File: config.mk
export PLATFORM = sky130hd
export DESIGN_NAME = cpu_board_io
export DESIGN_NICKNAME = d
export VERILOG_FILES = /design/src/rtl/cpu_board_io_pkg.sv /design/src/rtl/cpu_board_io_step_debouncer.sv /design/src/rtl/cpu_board_io.sv
export SDC_FILE = /design/constraint.sdc
export NUM_CORES = 1
export LEC_CHECK = 0
export CORE_UTILIZATION = 25
export DETAILED_ROUTE_END_ITERATION = 12
export PLACE_DENSITY = 0.73
export SLEW_MARGIN = 25
export SYNTH_ARGS = -nofsm -noshare
export SYNTH_HDL_FRONTEND = slang
export SYNTH_SLANG_ARGS = --single-unit
File: constraint.sdc
create_clock -name CLK -period 2.35 [get_ports CLK]
set_input_delay 0.705 -clock CLK [delete_from_list [all_inputs] [get_ports CLK]]
set_output_delay 0.705 -clock CLK [all_outputs]
set_load 0.01 [all_outputs]
File: src/rtl/cpu_board_io_pkg.sv
// cpu_board_pkg: shared constants for the CPU board I/O stage.
//   - display mode codes selected by sw_sel
//   - blank segment pattern
//   - hex digit to active-low seven-segment table and decode function
// Segment byte layout: bit 7 = dp, bits 6:0 = {g,f,e,d,c,b,a}, all active-low.
package cpu_board_pkg;

   localparam logic [1:0] MODE_PC  = 2'd0;
   localparam logic [1:0] MODE_RS  = 2'd1;
   localparam logic [1:0] MODE_RT  = 2'd2;
   localparam logic [1:0] MODE_ALU = 2'd3;

   localparam logic [7:0] SEG_BLANK = 8'hFF;

   // dp is kept off (bit 7 high) in every entry
   localparam logic [7:0] HEX_SEG [16] = '{
      8'hC0, 8'hF9, 8'hA4, 8'hB0, 8'h99, 8'h92, 8'h82, 8'hF8,
      8'h80, 8'h90, 8'h88, 8'h83, 8'hC6, 8'hA1, 8'h86, 8'h8E
   };

   function automatic logic [7:0] hex_to_seg(input logic [3:0] nib);
      return HEX_SEG[nib];
   endfunction

endpackage

File: src/rtl/cpu_board_io_step_debouncer.sv
// step_debouncer: synchronizes and debounces the single-step push-button.
// Ports:
//   CLK     - board clock, rising edge
//   Reset   - asynchronous active-low reset
//   btn_in  - raw asynchronous button, high = pressed
//   btn_out - debounced level; changes 2+DEBOUNCE_CYCLES edges after a stable input change
// Parameter DEBOUNCE_CYCLES (>= 2): consecutive mismatching samples needed to flip the level.
module step_debouncer #(
   parameter int unsigned DEBOUNCE_CYCLES = 500000
) (
   input  logic CLK,
   input  logic Reset,
   input  logic btn_in,
   output logic btn_out
);

   localparam int unsigned CntW = $clog2(DEBOUNCE_CYCLES);

   logic            sync1;
   logic            s_btn;
   logic            deb;
   logic [CntW-1:0] cnt;

   always_ff @(posedge CLK or negedge Reset) begin
      if (!Reset) begin
         sync1 <= 1'b0;
         s_btn <= 1'b0;
         deb   <= 1'b0;
         cnt   <= '0;
      end else begin
         sync1 <= btn_in;
         s_btn <= sync1;
         if (s_btn == deb) begin
            // any agreement, however brief, restarts the stability count
            cnt <= '0;
         end else if (cnt == CntW'(DEBOUNCE_CYCLES - 1)) begin
            deb <= s_btn;
            cnt <= '0;
         end else begin
            cnt <= cnt + CntW'(1);
         end
      end
   end

   assign btn_out = deb;

endmodule

File: src/rtl/cpu_board_io.sv
// cpu_board_io: board-side companion to the multicycle CPU.
//   - debounces btn_step into the CPU step clock cpu_clk
//   - scans a selected pair of debug bytes onto a 4-digit active-low seven-segment display
// Ports:
//   CLK, Reset (async active-low)
//   btn_step              raw step button
//   sw_sel[1:0]           display mode: 0 PC cur/next, 1 rs addr/data, 2 rt addr/data,
//                         3 ALU result / DB bus
//   pc_cur, pc_next, rs_addr, rs_data, rt_addr, rt_data, alu_result, db_data  CPU debug taps
//   cpu_clk               debounced step clock
//   an[3:0]               digit enables, active-low, an[3] leftmost
//   seg[7:0]              segments, active-low, seg[7] = dp
// Optional: define CPU_BOARD_STEP_COUNT_EN to add step_count[15:0], a count of step
//   presses that replaces ALU/DB on mode 3.
module cpu_board_io
   import cpu_board_pkg::*;
#(
   parameter int unsigned DEBOUNCE_CYCLES = 500000,
   parameter int unsigned SCAN_DIV        = 100000
) (
   input  logic        CLK,
   input  logic        Reset,
   input  logic        btn_step,
   input  logic [1:0]  sw_sel,
   input  logic [31:0] pc_cur,
   input  logic [31:0] pc_next,
   input  logic [4:0]  rs_addr,
   input  logic [31:0] rs_data,
   input  logic [4:0]  rt_addr,
   input  logic [31:0] rt_data,
   input  logic [31:0] alu_result,
   input  logic [31:0] db_data,
`ifdef CPU_BOARD_STEP_COUNT_EN
   output logic [15:0] step_count,
`endif
   output logic        cpu_clk,
   output logic [3:0]  an,
   output logic [7:0]  seg
);

   localparam int unsigned ScanW = (SCAN_DIV > 1) ? $clog2(SCAN_DIV) : 1;

   logic [ScanW-1:0] scan_cnt;
   logic [1:0]       digit_idx;
   logic             scan_tick;
   logic [7:0]       first_byte;
   logic [7:0]       second_byte;
   logic [3:0]       nib;
   logic [3:0]       an_d;
   logic [7:0]       seg_d;

   step_debouncer #(
      .DEBOUNCE_CYCLES(DEBOUNCE_CYCLES)
   ) u_step_debouncer (
      .CLK    (CLK),
      .Reset  (Reset),
      .btn_in (btn_step),
      .btn_out(cpu_clk)
   );

`ifdef CPU_BOARD_STEP_COUNT_EN
   logic        deb_prev;
   logic [15:0] step_q;

   // rising edge of the debounced level is seen one edge after deb sets
   always_ff @(posedge CLK or negedge Reset) begin
      if (!Reset) begin
         deb_prev <= 1'b0;
         step_q   <= 16'h0000;
      end else begin
         deb_prev <= cpu_clk;
         if (cpu_clk && !deb_prev) begin
            step_q <= step_q + 16'd1;
         end
      end
   end

   assign step_count = step_q;
`endif

   // byte-pair selection for the current mode
   always_comb begin
      first_byte  = 8'h00;
      second_byte = 8'h00;
      unique case (sw_sel)
         MODE_PC: begin
            first_byte  = pc_cur[7:0];
            second_byte = pc_next[7:0];
         end
         MODE_RS: begin
            first_byte  = {3'b000, rs_addr};
            second_byte = rs_data[7:0];
         end
         MODE_RT: begin
            first_byte  = {3'b000, rt_addr};
            second_byte = rt_data[7:0];
         end
         MODE_ALU: begin
`ifdef CPU_BOARD_STEP_COUNT_EN
            first_byte  = step_q[15:8];
            second_byte = step_q[7:0];
`else
            first_byte  = alu_result[7:0];
            second_byte = db_data[7:0];
`endif
         end
         default: begin
            first_byte  = 8'h00;
            second_byte = 8'h00;
         end
      endcase
   end

   // digit 0 is rightmost: low nibble of the second byte
   always_comb begin
      an_d = 4'b1111;
      nib  = 4'h0;
      unique case (digit_idx)
         2'd0: begin
            an_d = 4'b1110;
            nib  = second_byte[3:0];
         end
         2'd1: begin
            an_d = 4'b1101;
            nib  = second_byte[7:4];
         end
         2'd2: begin
            an_d = 4'b1011;
            nib  = first_byte[3:0];
         end
         2'd3: begin
            an_d = 4'b0111;
            nib  = first_byte[7:4];
         end
         default: begin
            an_d = 4'b1111;
            nib  = 4'h0;
         end
      endcase
      seg_d = hex_to_seg(nib);
   end

   assign scan_tick = (scan_cnt == ScanW'(SCAN_DIV - 1));

   // an/seg are re-registered every cycle from the index held before this edge,
   // so each digit stays lit for exactly SCAN_DIV cycles
   always_ff @(posedge CLK or negedge Reset) begin
      if (!Reset) begin
         scan_cnt  <= '0;
         digit_idx <= 2'd0;
         an        <= 4'b1111;
         seg       <= SEG_BLANK;
      end else begin
         if (scan_tick) begin
            scan_cnt  <= '0;
            digit_idx <= digit_idx + 2'd1;
         end else begin
            scan_cnt <= scan_cnt + ScanW'(1);
         end
         an  <= an_d;
         seg <= seg_d;
      end
   end

   // only the low bytes of the data taps reach the display
   logic unused_inputs;
   assign unused_inputs = ^{pc_cur[31:8], pc_next[31:8], rs_data[31:8], rt_data[31:8],
                            alu_result, db_data};

endmodule

**Word-level counts from Yosys, hierarchy flattened**

Memory sizes are Yosys's and may differ from the RTL's. A register that Yosys moved wholly into a read port is not among the register bits.
Index checks and enable logic that the tools add are counted.
W data, S select, Z words.

- Add/subtract/negate cells: 3
- Eq/ne operators: 9
- Muxes and demuxes: 7
- Bitwise logic cells: 2
- Reductions and logical operators: 4

Operators with widths:

| operator | count |
|---|---|
| $pmux W8 S4 | 2 |
| $mux W19 | 2 |
| $pmux W4 S4 | 2 |
| $add A19 B1 Y19 const B | 1 |
| $eq A19 B19 Y1 const B | 1 |
| $add A17 B1 Y17 const B | 1 |
| $eq A17 B17 Y1 const B | 1 |
| $mux W17 | 1 |
| $eq A2 B2 Y1 const B | 4 |
| $not A4 Y5 | 1 |
| $eq A2 B1 Y1 const B | 2 |
| $logic_not A2 Y1 | 2 |
| $add A2 B1 Y2 const B | 1 |
| $reduce_and A2 Y1 | 1 |
| $eq A1 B1 Y1 | 1 |
| $logic_not A1 Y1 | 1 |
| $not A1 Y1 | 1 |

- Register bits after elaboration: 45
- ROM bits: 128
- Input bits: 207
- Output and inout bits: 13
- Word-level logic and storage cells: 33
- Memories: 1

Memories:

| memory | words | bits a word | read ports | clocked after memory_dff | wr ports | RTL line | source |
|---|---|---|---|---|---|---|---|
| (no name shown) | 16 | 8 | 1 | 1 | 0 | cpu_board_io_pkg.sv:22 | `return HEX_SEG[nib];` |

**Logic depth before layout (Yosys ltp)**

Gate-level depths: netlist of the first run.

- Word-level depth: 4
- Mapped depth: 11
- Depth with buffers taken out: 11

**Hierarchy**

A second synthesis of the first run with hierarchy kept.

- Cells, all modules: 304
- Area total of the unflattened synthesis: 3140.5 um2

Modules (own cells, without submodules):

| module | instances | cells each | area each (um2) | seq. area each (um2) |
|---|---|---|---|---|
| cpu_board_io | 1 | 199 | 2060.7 | 764.5 |
| step_debouncer | 1 | 105 | 1079.8 | 550.5 |

**Worst setup path before layout of the first run**

Ideal clock, no wire load.

- Kind: in2reg
- Start point: input sw_sel[0]
- End point: register seg[0]
- Setup time: 0.081 ns
- Data arrival time: 2.501 ns
- Data required time: 2.269 ns
- Setup slack: -0.233 ns
- Stages on the path: 10
- Buffers on the path: 2
- Cell sequence: buf_6 > buf_6 > mux4_2 > nand2_1 > o211ai_1 > mux2i_4 > ha_1 > inv_1 > or3_1 > o211ai_1

- Longest elaborated chain between the ends: 4
- Elaborated cells on any way between the ends: 8
- Classes of those cells: 3 x eq/ne; 3 x mux; 1 x bitwise; 1 x reduce/logical

RTL lines:

| item | RTL line | source |
|---|---|---|
| start: declaration | cpu_board_io.sv:24 | `input logic [1:0] sw_sel,` |
| $eq A2 B2 Y1, or another cell as far along | cpu_board_io.sv:85 | `unique case (sw_sel)` |
| $pmux W8 S4 | cpu_board_io.sv:85 |  |
| $pmux W4 S4 * | cpu_board_io.sv:118 | `unique case (digit_idx)` |
| $not A4 Y5 (not written as such) * | cpu_board_io_pkg.sv:22 |  |
| end: declaration | cpu_board_io.sv:38 | `output logic [7:0] seg` |

Mark *: on every way between the ends. The rest lies on a longest branch, timed or not.
A chain may end at the register's enable or synchronous reset.

**Final worst setup path of the first run**

- Start point: input sw_sel[0]
- End point: register seg[6]

Same word-level chain as after synthesis.

==> reports/summary.txt, run 1 <==
status = complete, no violations
CP max stage delay = 0.55 ns
H-tree levels = 2
Reg2Reg Launch Point = digit_idx[0]
CP endpoint kind = flop
post-synthesis adder-cell area fraction = 0.0613
vias in the first global route = 2686
R2R cell count = 11
period utilization = 0.997
Port Buffers = 74
Syn. warnings = 0
share of cells above drive strength 1 = 0.220
Synth cell types = 46
Worst Tran Pin Value = 0.643 ns
FF-to-FF End = seg[6]
Final HPWL DP = 5.70 mm
Setup Skew = 0.00509 ns
RD Place Congestion = 0.928
Syn Nets = 523
Worst-Skew Late Latency = 0.28 ns
Initial Util = 0.256
CP startpoint kind = input port
initial antenna violation count = 0
global route overflow = 0
die width = 113 um
Max IR drop VDD = 0.000371 V
worst path cell trace = buf_8 -> buf_8 -> mux2i_2 -> o22ai_1 -> or4_4 -> o21ai_4 -> inv_2 -> buf_6 -> ha_4 -> mux2i_1 -> o22ai_1
Req. time, crit path = 2.55 ns
CTS tree = built
largest family of logic cells by synthesized area = simple AND/OR/NAND/NOR gates
Post-Syn Area = 3060 um2
start point of the worst hold path = u_step_debouncer.sync1
slew margin rel. = 0.571
Leakage = 1.94 nW
fmax = 0.427 GHz
first-pass GRT wire length = 12.5 mm
WHS Path Cells = 0
Die Y = 113 um
clk sinks = 52
Layout Area Growth over Synthesis = 45.7%
pin count of the biggest net entering global routing = 53
via count = 2519
Die Footprint = 12700 um2
First-pass DRT Iterations = 4
RSZ-0062 raised after global routing = yes
antenna cell count = 0
CP delay by family, top = simple AND/OR/NAND/NOR gates
DRC errors left = 0
reg2reg setup slack = 0.05 ns
Overall Global Routing Usage = 0.123
Seq/Total Area, Yosys = 0.430
Hold Violations, Final = 0
Final Critical Period = 2.34 ns
I/O pin count = 220
Setup Viol. Count Final = 0
CP max FO = 7
Synth Area in Simple Gates = 0.187
final instance area = 4460 um2
Nets = 631
Synth Area in XOR/XNOR = 0.100
CTS Buffer Depth = 2
CP Depth = 11
Reg clk slew, reported paths = 0.06 ns
wire length per cell = 13.1 um
wirelength, routed = 7.29 mm
Filler cells = 1181
Hold EP = u_step_debouncer.s_btn
flops & latches, synth = 52
core area = 12000 um2
Power Density = 485 nW/um2
portion of netlist area occupied by mux cells = 0.114
Finished Layout Cells = 557
CP Buf/Inv Count = 4
syn avg cell area = 10.2 um2
Hold/Removal Path Class = reg2reg
Synth Area in Compound Gates = 0.0576
initial drt markers = 83
via density per instance = 4.52
max cap viols = 0
placed cell area = 4150 um2
hold_buf cts = 0
worst path arrival time = 2.55 ns
CTS root buf = clkbuf_16
Crit Path Class = in2reg
cts bufs inserted = 5
Final Util = 0.373
Syn Inst Count = 301
Pins Over Slew Limit = 0
placed insts = 539
fin worst setup slack = 0.00646 ns
critical path's slowest cell = or4_4
worst slack, placed = -0.732 ns
row count = 40
Power Total = 2.16 mW
remaining antenna violation count = 0
## synth_stat cells (all sizes together)
library cell | number | area share
inv | 17 | 0.021
nor4 | 3 | 0.0061
and3 | 6 | 0.012
nand4 | 6 | 0.012
nor4b | 1 | 0.0029
or2 | 1 | 0.0020
nor2b | 2 | 0.0041
a22oi | 1 | 0.0025
mux2i | 19 | 0.066
or4 | 2 | 0.0061
mux4 | 6 | 0.044
o211ai | 2 | 0.0049
nand2b | 3 | 0.0061
o31ai | 1 | 0.0025
dfrtp | 41 | 0.34
o2bb2ai | 1 | 0.0029
buf | 11 | 0.028
o22ai | 6 | 0.012
conb | 1 | 0.0012
xor2 | 12 | 0.034
or3 | 3 | 0.0078
a21o | 1 | 0.0025
mux2 | 1 | 0.0037
nand3 | 17 | 0.028
o21ai | 5 | 0.0094
o32ai | 1 | 0.0029
ha | 15 | 0.061
xnor2 | 23 | 0.066
nor2 | 41 | 0.051
dfstp | 11 | 0.094
o41ai | 1 | 0.0053
o31a | 1 | 0.0029
a21oi | 6 | 0.0098
nand3b | 3 | 0.0074
nand2 | 23 | 0.028
nor3 | 7 | 0.013
## registers in the layout, summed over array words and instances, names as in the netlist
register,count
u_step_debouncer.btn_out,1
an,4
u_step_debouncer.s_btn,1
seg,7
u_step_debouncer.sync1,1
scan_cnt,17
u_step_debouncer.cnt,19
digit_idx,2
## worst register-to-register path: stages (launching register included)
cell	delay, ns
dfrtp_1	0.40
buf_4	0.15
ha_1	0.23
nand2_1	0.11
o32ai_1	0.07
or4_4	0.50
o21ai_4	0.14
inv_2	0.09
buf_6	0.13
ha_4	0.16
mux2i_1	0.12
o22ai_1	0.11
## placed cells by master, fill, tap and decap left out, types with 3 or more instances in the layout
cell type | synthesis | routed
ha_4 | 0 | 3
nand4_1 | 6 | 6
inv_1 | 16 | 13
dlymetal6s2s_1 | 0 | 7
clkdlybuf4s50_1 | 0 | 49
nor2_1 | 40 | 40
inv_2 | 1 | 4
nand3b_1 | 3 | 3
buf_6 | 4 | 5
buf_4 | 2 | 31
mux4_2 | 6 | 6
a21oi_1 | 6 | 6
mux2i_1 | 18 | 16
dfstp_2 | 11 | 11
ha_1 | 15 | 9
dlygate4sd2_1 | 0 | 13
nand3_1 | 17 | 17
xor2_1 | 12 | 12
o22ai_1 | 6 | 6
and3_1 | 6 | 6
nand2b_1 | 3 | 3
nor4_1 | 3 | 3
nand2_1 | 23 | 22
nor3_1 | 6 | 6
ha_2 | 0 | 3
o21ai_0 | 3 | 3
xnor2_1 | 23 | 23
dfrtp_1 | 41 | 41
clkbuf_16 | 0 | 5
## power by group
group	switching [mW]	leakage (nW)	internal (mW)	total (mW)
registers	0.0163	0.666	0.937	0.954
logic	0.169	1.20	0.246	0.414
clock network	0.296	0.0808	0.501	0.796
total	0.481	1.94	1.68	2.16
## repair_timing
action	CTS	global route
endpoints found under the hold margin	0	0
setup buffers	9	2
pin swaps	11	10
endpoints found under the setup margin	7	7
resized for setup	38	16
## layout make-up
| class | count | area, um2 | area share |
|---|---|---|---|
| Inverter | 17 | 63.8 | 0.0143 |
| Clock buffer | 6 | 129 | 0.0289 |
| Tap cell | 147 | 184 | 0.0412 |
| Clock inverter | 2 | 35.0 | 0.00785 |
| Sequential cell | 52 | 1320 | 0.295 |
| Multi-Input combinational cell | 221 | 1670 | 0.375 |
| Timing Repair Buffer | 112 | 1060 | 0.238 |
## worst max-delay path by stage
stage               from     end  slack (ns)
2_1_floorplan  sw_sel[0]  seg[0]       -0.15
3_3_place_gp   sw_sel[0]  seg[6]       -0.69
3_5_place_dp   sw_sel[0]  seg[1]       -0.73
4_1_cts        sw_sel[0]  seg[0]       -0.08
5_1_grt        sw_sel[0]  seg[6]       -0.08
6_report       sw_sel[0]  seg[6]       0.006
## routing by layer
| metal | vias up | routed length, um | GRT usage |
|---|---|---|---|
| li1 | 1246 | - | - |
| met1 | 1167 | 3030 | 0.146 |
| met2 | 95 | 3750 | 0.223 |
| met3 | 11 | 419 | 0.0302 |
| met4 | 0 | 93 | 0.0276 |
| met5 | - | 0 | 0 |
## through the flow
stage,TNS [ns],hold WS (ns)
after floorplan,-0.269,0.331
after global placement,-4.69,0.346
after detailed placement,-4.97,0.340
after CTS,-0.179,0.354
after global routing,-0.171,0.359
final,0,0.354
## cell families after synthesis
logic type / after synthesis
simple gates: 118
other cells: 1
xor+xnor: 35
flops: 52
fa+ha+maj: 15
mux: 26
compound gates: 26
buf+inv: 28
(Power assumes the default switching activity.)
==> run 2, diff against run 1 <==
CAP_MARGIN = 10   (was unset)
CTS_BUF_LIST = sky130_fd_sc_hd__clkbuf_2 sky130_fd_sc_hd__clkbuf_4 sky130_fd_sc_hd__clkbuf_8   (was unset)
==> run 2 against run 1 <==
Against the previous run: non-clock buffer count is the same; via count unchanged; total power fell by 8.9%; largest cell class unchanged; clock skew rose by 0.0019 ns; critical path type unchanged; highest routed layer unchanged.
==> reports/summary.txt, run 2 (synthesis results as in run 1) <==
worst slack, placed = -0.732 ns
Setup Skew = 0.00697 ns
Leakage = 1.91 nW
remaining antenna violation count = 0
Worst Tran Pin Value = 0.642 ns
I/O pin count = 220
via count = 2519
CTS root buf = clkbuf_8
Final HPWL DP = 5.70 mm
placed cell area = 4150 um2
CP Depth = 11
CP startpoint kind = input port
vias in the first global route = 2676
Power Total = 1.97 mW
H-tree levels = 2
final instance area = 4410 um2
WHS Path Cells = 0
First-pass DRT Iterations = 4
first-pass GRT wire length = 12.4 mm
critical path's slowest cell = or4_4
CP Buf/Inv Count = 4
row count = 40
worst path arrival time = 2.55 ns
Port Buffers = 74
CP delay by family, top = simple AND/OR/NAND/NOR gates
period utilization = 0.987
highest-count cells in the layout ignoring fill and taps = clkdlybuf4s50_1 (49), dfrtp_1 (41), nor2_1 (40)
Max IR drop VDD = 0.000200 V
global route overflow = 0
cts bufs inserted = 5
Pins Over Slew Limit = 0
Nets = 631
max cap viols = 0
Overall Global Routing Usage = 0.122
wirelength, routed = 7.26 mm
Initial Util = 0.256
RD Place Congestion = 0.928
via density per instance = 4.52
most common cell after layout, fill and taps aside = clkdlybuf4s50_1
antenna cell count = 0
R2R cell count = 11
largest registers = u_step_debouncer.cnt: 19 flops, scan_cnt: 17 flops, seg: 7 flops
core area = 12000 um2
Setup Viol. Count Final = 0
worst path cell trace = buf_8 -> buf_8 -> mux2i_2 -> o22ai_1 -> or4_4 -> o21ai_4 -> inv_2 -> buf_6 -> ha_4 -> mux2i_1 -> o22ai_1
Die Footprint = 12700 um2
Register Area = 1320 um2
Final Util = 0.369
CTS tree = built
fin worst setup slack = 0.0298 ns
fmax = 0.431 GHz
Hold/Removal Path Class = reg2reg
area of the multi-input gates = 1670 um2
initial antenna violation count = 0
die width = 113 um
Crit Path Class = in2reg
clk sinks = 52
DRC errors left = 0
Worst-Skew Late Latency = 0.30 ns
CP max FO = 7
CP max stage delay = 0.55 ns
share of cells above drive strength 1 = 0.224
Req. time, crit path = 2.58 ns
hold_buf cts = 0
Reg clk slew, reported paths = 0.09 ns
Final Critical Period = 2.32 ns
initial drt markers = 106
max reg flops = 19
Filler cells = 1192
RSZ-0062 raised after global routing = yes
Power Density = 447 nW/um2
pin count of the biggest net entering global routing = 53
slew margin rel. = 0.572
Layout Area Growth over Synthesis = 44.1%
Die Y = 113 um
status = complete, no violations
Biggest register = u_step_debouncer.cnt
CP endpoint kind = flop
setup TNS = 0 ns
CTS Buffer Depth = 2
wire length per cell = 13.0 um
Hold Violations, Final = 0
[run 2: final timing paths]
check                                             from                        to  slack [ns]
worst max-delay path                         sw_sel[0]                    seg[6]        0.03
worst min-delay path            u_step_debouncer.sync1    u_step_debouncer.s_btn        0.36
worst max register to register            digit_idx[0]                    seg[6]        0.09
worst min register to register  u_step_debouncer.sync1    u_step_debouncer.s_btn        0.36
max in group asynchronous                        Reset  u_step_debouncer.btn_out        1.42
min in group asynchronous                        Reset  u_step_debouncer.cnt[16]        0.51
[run 2: layout make-up]
type / count / area share
Multi-Input combinational cell: 221 / 0.379
Sequential cell: 52 / 0.298
Timing Repair Buffer: 112 / 0.241
Tap cell: 147 / 0.0417
Clock buffer: 6 / 0.0173
Inverter: 17 / 0.0153
Clock inverter: 2 / 0.00794
[run 2: routing by layer]
metal,track usage,wire [um]
met1,0.146,3040
met4,0.0409,129
met3,0.0221,426
met2,0.221,3660
met5,0,0
[run 2: what timing repair did]
item	in CTS	in global routing
resized for setup	37	18
pin swaps	11	10
buffers inserted	9	2
setup endpoints to repair	7	7
[run 2: power breakdown]
part / leakage [nW] / internal [mW] / switching, mW
clock network: 0.0586 / 0.328 / 0.278
logic: 1.18 / 0.245 / 0.169
registers: 0.666 / 0.936 / 0.0160
[run 2: stage by stage]
stage,cells,hold slack [ns]
6_report,557,0.358
3_5_place_dp,539,0.340
2_1_floorplan,301,0.331
3_3_place_gp,539,0.346
5_1_grt,557,0.366
4_1_cts,556,0.360
==> run 3, diff against run 2 <==
PLACE_DENSITY = unset   (was 0.73)
==> run 3 against run 2 <==
Against the previous run: clock power grew 4.1%; wire length decreased by 0.14%; sequential power down 0.5%; sequential cell count unchanged; total power increased by 1.5%; first-iteration DRC count shrank 8.5%; combinational power is 2% higher; sequential share of layout area decreased by 0.52 points; largest power group unchanged; highest routed layer unchanged.
==> reports/summary.txt, run 3 (synthesis results as in run 1) <==
Port Buffers = 74
Pins Over Slew Limit = 0
fmax = 0.438 GHz
placed cell area = 4170 um2
max reg flops = 19
worst path arrival time = 2.51 ns
wire length per cell = 12.9 um
RSZ-0062 raised after global routing = yes
CTS root buf = clkbuf_8
Met1 Wirelength = 3.53 mm
worst hold slack = 0.286 ns
hold_buf cts = 0
fin worst setup slack = 0.0686 ns
core area = 12000 um2
CTS tree = built
final instance area = 4490 um2
Filler cells = 1209
most common cell after layout, fill and taps aside = clkdlybuf4s50_1
share of cells above drive strength 1 = 0.242
Max IR drop VDD = 0.000233 V
Crit Path Class = in2reg
wirelength, routed = 7.25 mm
row count = 40
H-tree levels = 2
remaining antenna violation count = 0
I/O pin count = 220
top sig layer = met4
Hold Violations, Final = 0
First-pass DRT Iterations = 4
Final HPWL DP = 5.54 mm
critical path's slowest cell = or4_4
Worst-Skew Late Latency = 0.30 ns
Power Total = 2.00 mW
Power Density = 446 nW/um2
via density per instance = 4.48
initial antenna violation count = 0
Met3 Routed Length = 435 um
die width = 113 um
most used cell, CP = buf_8
Reg clk slew, reported paths = 0.09 ns
period utilization = 0.971
antenna cell count = 0
largest registers = u_step_debouncer.cnt: 19 flops, scan_cnt: 17 flops, seg: 7 flops
Biggest register = u_step_debouncer.cnt
Req. time, crit path = 2.57 ns
Final Critical Period = 2.28 ns
status = complete, no violations
CTS Buffer Depth = 2
first-pass GRT wire length = 11.9 mm
vias in the first global route = 2549
CP startpoint kind = input port
max cap viols = 0
met2 WL = 3.23 mm
Die Y = 113 um
RD Place Congestion = 0.908
Initial Util = 0.256
global route overflow = 0
clk sinks = 52
initial drt markers = 97
cts bufs inserted = 5
pin count of the biggest net entering global routing = 41
Setup Viol. Count Final = 0
Die Footprint = 12700 um2
Setup Skew = 0.00436 ns
via count = 2527
Leakage = 1.94 nW
Layout Area Growth over Synthesis = 46.7%
highest-count cells in the layout ignoring fill and taps = clkdlybuf4s50_1 (51), dfrtp_1 (41), nor2_1 (40)
CP max FO = 6
Hold/Removal Path Class = in2async
Overall Global Routing Usage = 0.116
Nets = 638
CP endpoint kind = flop
worst slack, placed = -0.780 ns
worst path cell trace = buf_8 -> buf_8 -> mux2i_1 -> o32ai_2 -> or4_4 -> o21ai_4 -> ha_2 -> inv_1 -> or3_1 -> o211ai_1
DRC errors left = 0
CP max stage delay = 0.54 ns
run 3: cell types whose count changed in the layout (fill, tap and decap cells not counted), sizes merged:
cell           change
buf                +7
dlymetal6s2s       -4
clkdlybuf4s15      -2
clkdlybuf4s50      +2
clkinvlp           -1
dlygate4sd2        +4
inv                +2
clkinv             -1
run 3: stage by stage:
step	cells	utilization	TNS (ns)
5_1_grt	564	0.375	-0.00520
4_1_cts	558	0.367	0
6_report	564	0.375	0
2_1_floorplan	301	-	-0.269
3_5_place_dp	542	0.349	-5.21
3_3_place_gp	542	0.349	-4.82
run 3: final cells by class:
type	instances	area (um2)	area share
clock buffers	6	76.3	0.0170
multi-input cells	221	1690	0.375
clock inverters	2	38.8	0.00864
inverters	17	63.8	0.0142
flip-flops and latches	52	1320	0.293
repair buffers	119	1130	0.251
well taps	147	184	0.0410
run 3: per-layer routing:
layer,vias up,GRT usage
li1,1253,-
met1,1187,0.164
met2,81,0.176
met3,6,0.0340
met4,0,0.0222
met5,-,0
run 3: repair_timing:
| action | 4_1_cts | 5_1_grt |
|---|---|---|
| setup endpoints to repair | 7 | 6 |
| pin swaps | 10 | 8 |
| gates resized for setup | 40 | 16 |
| cloned | 1 | 0 |
| buffers inserted | 7 | 6 |
run 3: worst paths after layout:
| kind | endpoint | cells after the start | slack [ns] | start |
|---|---|---|---|---|
| setup / recovery | seg[0] | 10 | 0.07 | sw_sel[0] |
| hold / removal | u_step_debouncer.s_btn | 1 | 0.29 | Reset |
| setup reg to reg | seg[0] | 10 | 0.10 | digit_idx[1] |
| hold reg to reg | u_step_debouncer.s_btn | 0 | 0.37 | u_step_debouncer.sync1 |
| max in group asynchronous | an[2] | 2 | 1.49 | Reset |
| min in group CLK | u_step_debouncer.s_btn | 0 | 0.37 | u_step_debouncer.sync1 |
run 3: critical path, delay by kind of cell:
kind / cells / cell delay, ns
fa+ha+maj: 1 / 0.20
compound gates: 3 / 0.29
simple gates: 2 / 0.84
buf+inv: 3 / 0.24
mux: 1 / 0.22
run 3: where the power goes:
group | internal [mW] | switching [mW] | total, mW
Clock | 0.334 | 0.296 | 0.630
Sequential | 0.936 | 0.0108 | 0.947
Combinational | 0.253 | 0.171 | 0.424
Total | 1.52 | 0.478 | 2.00
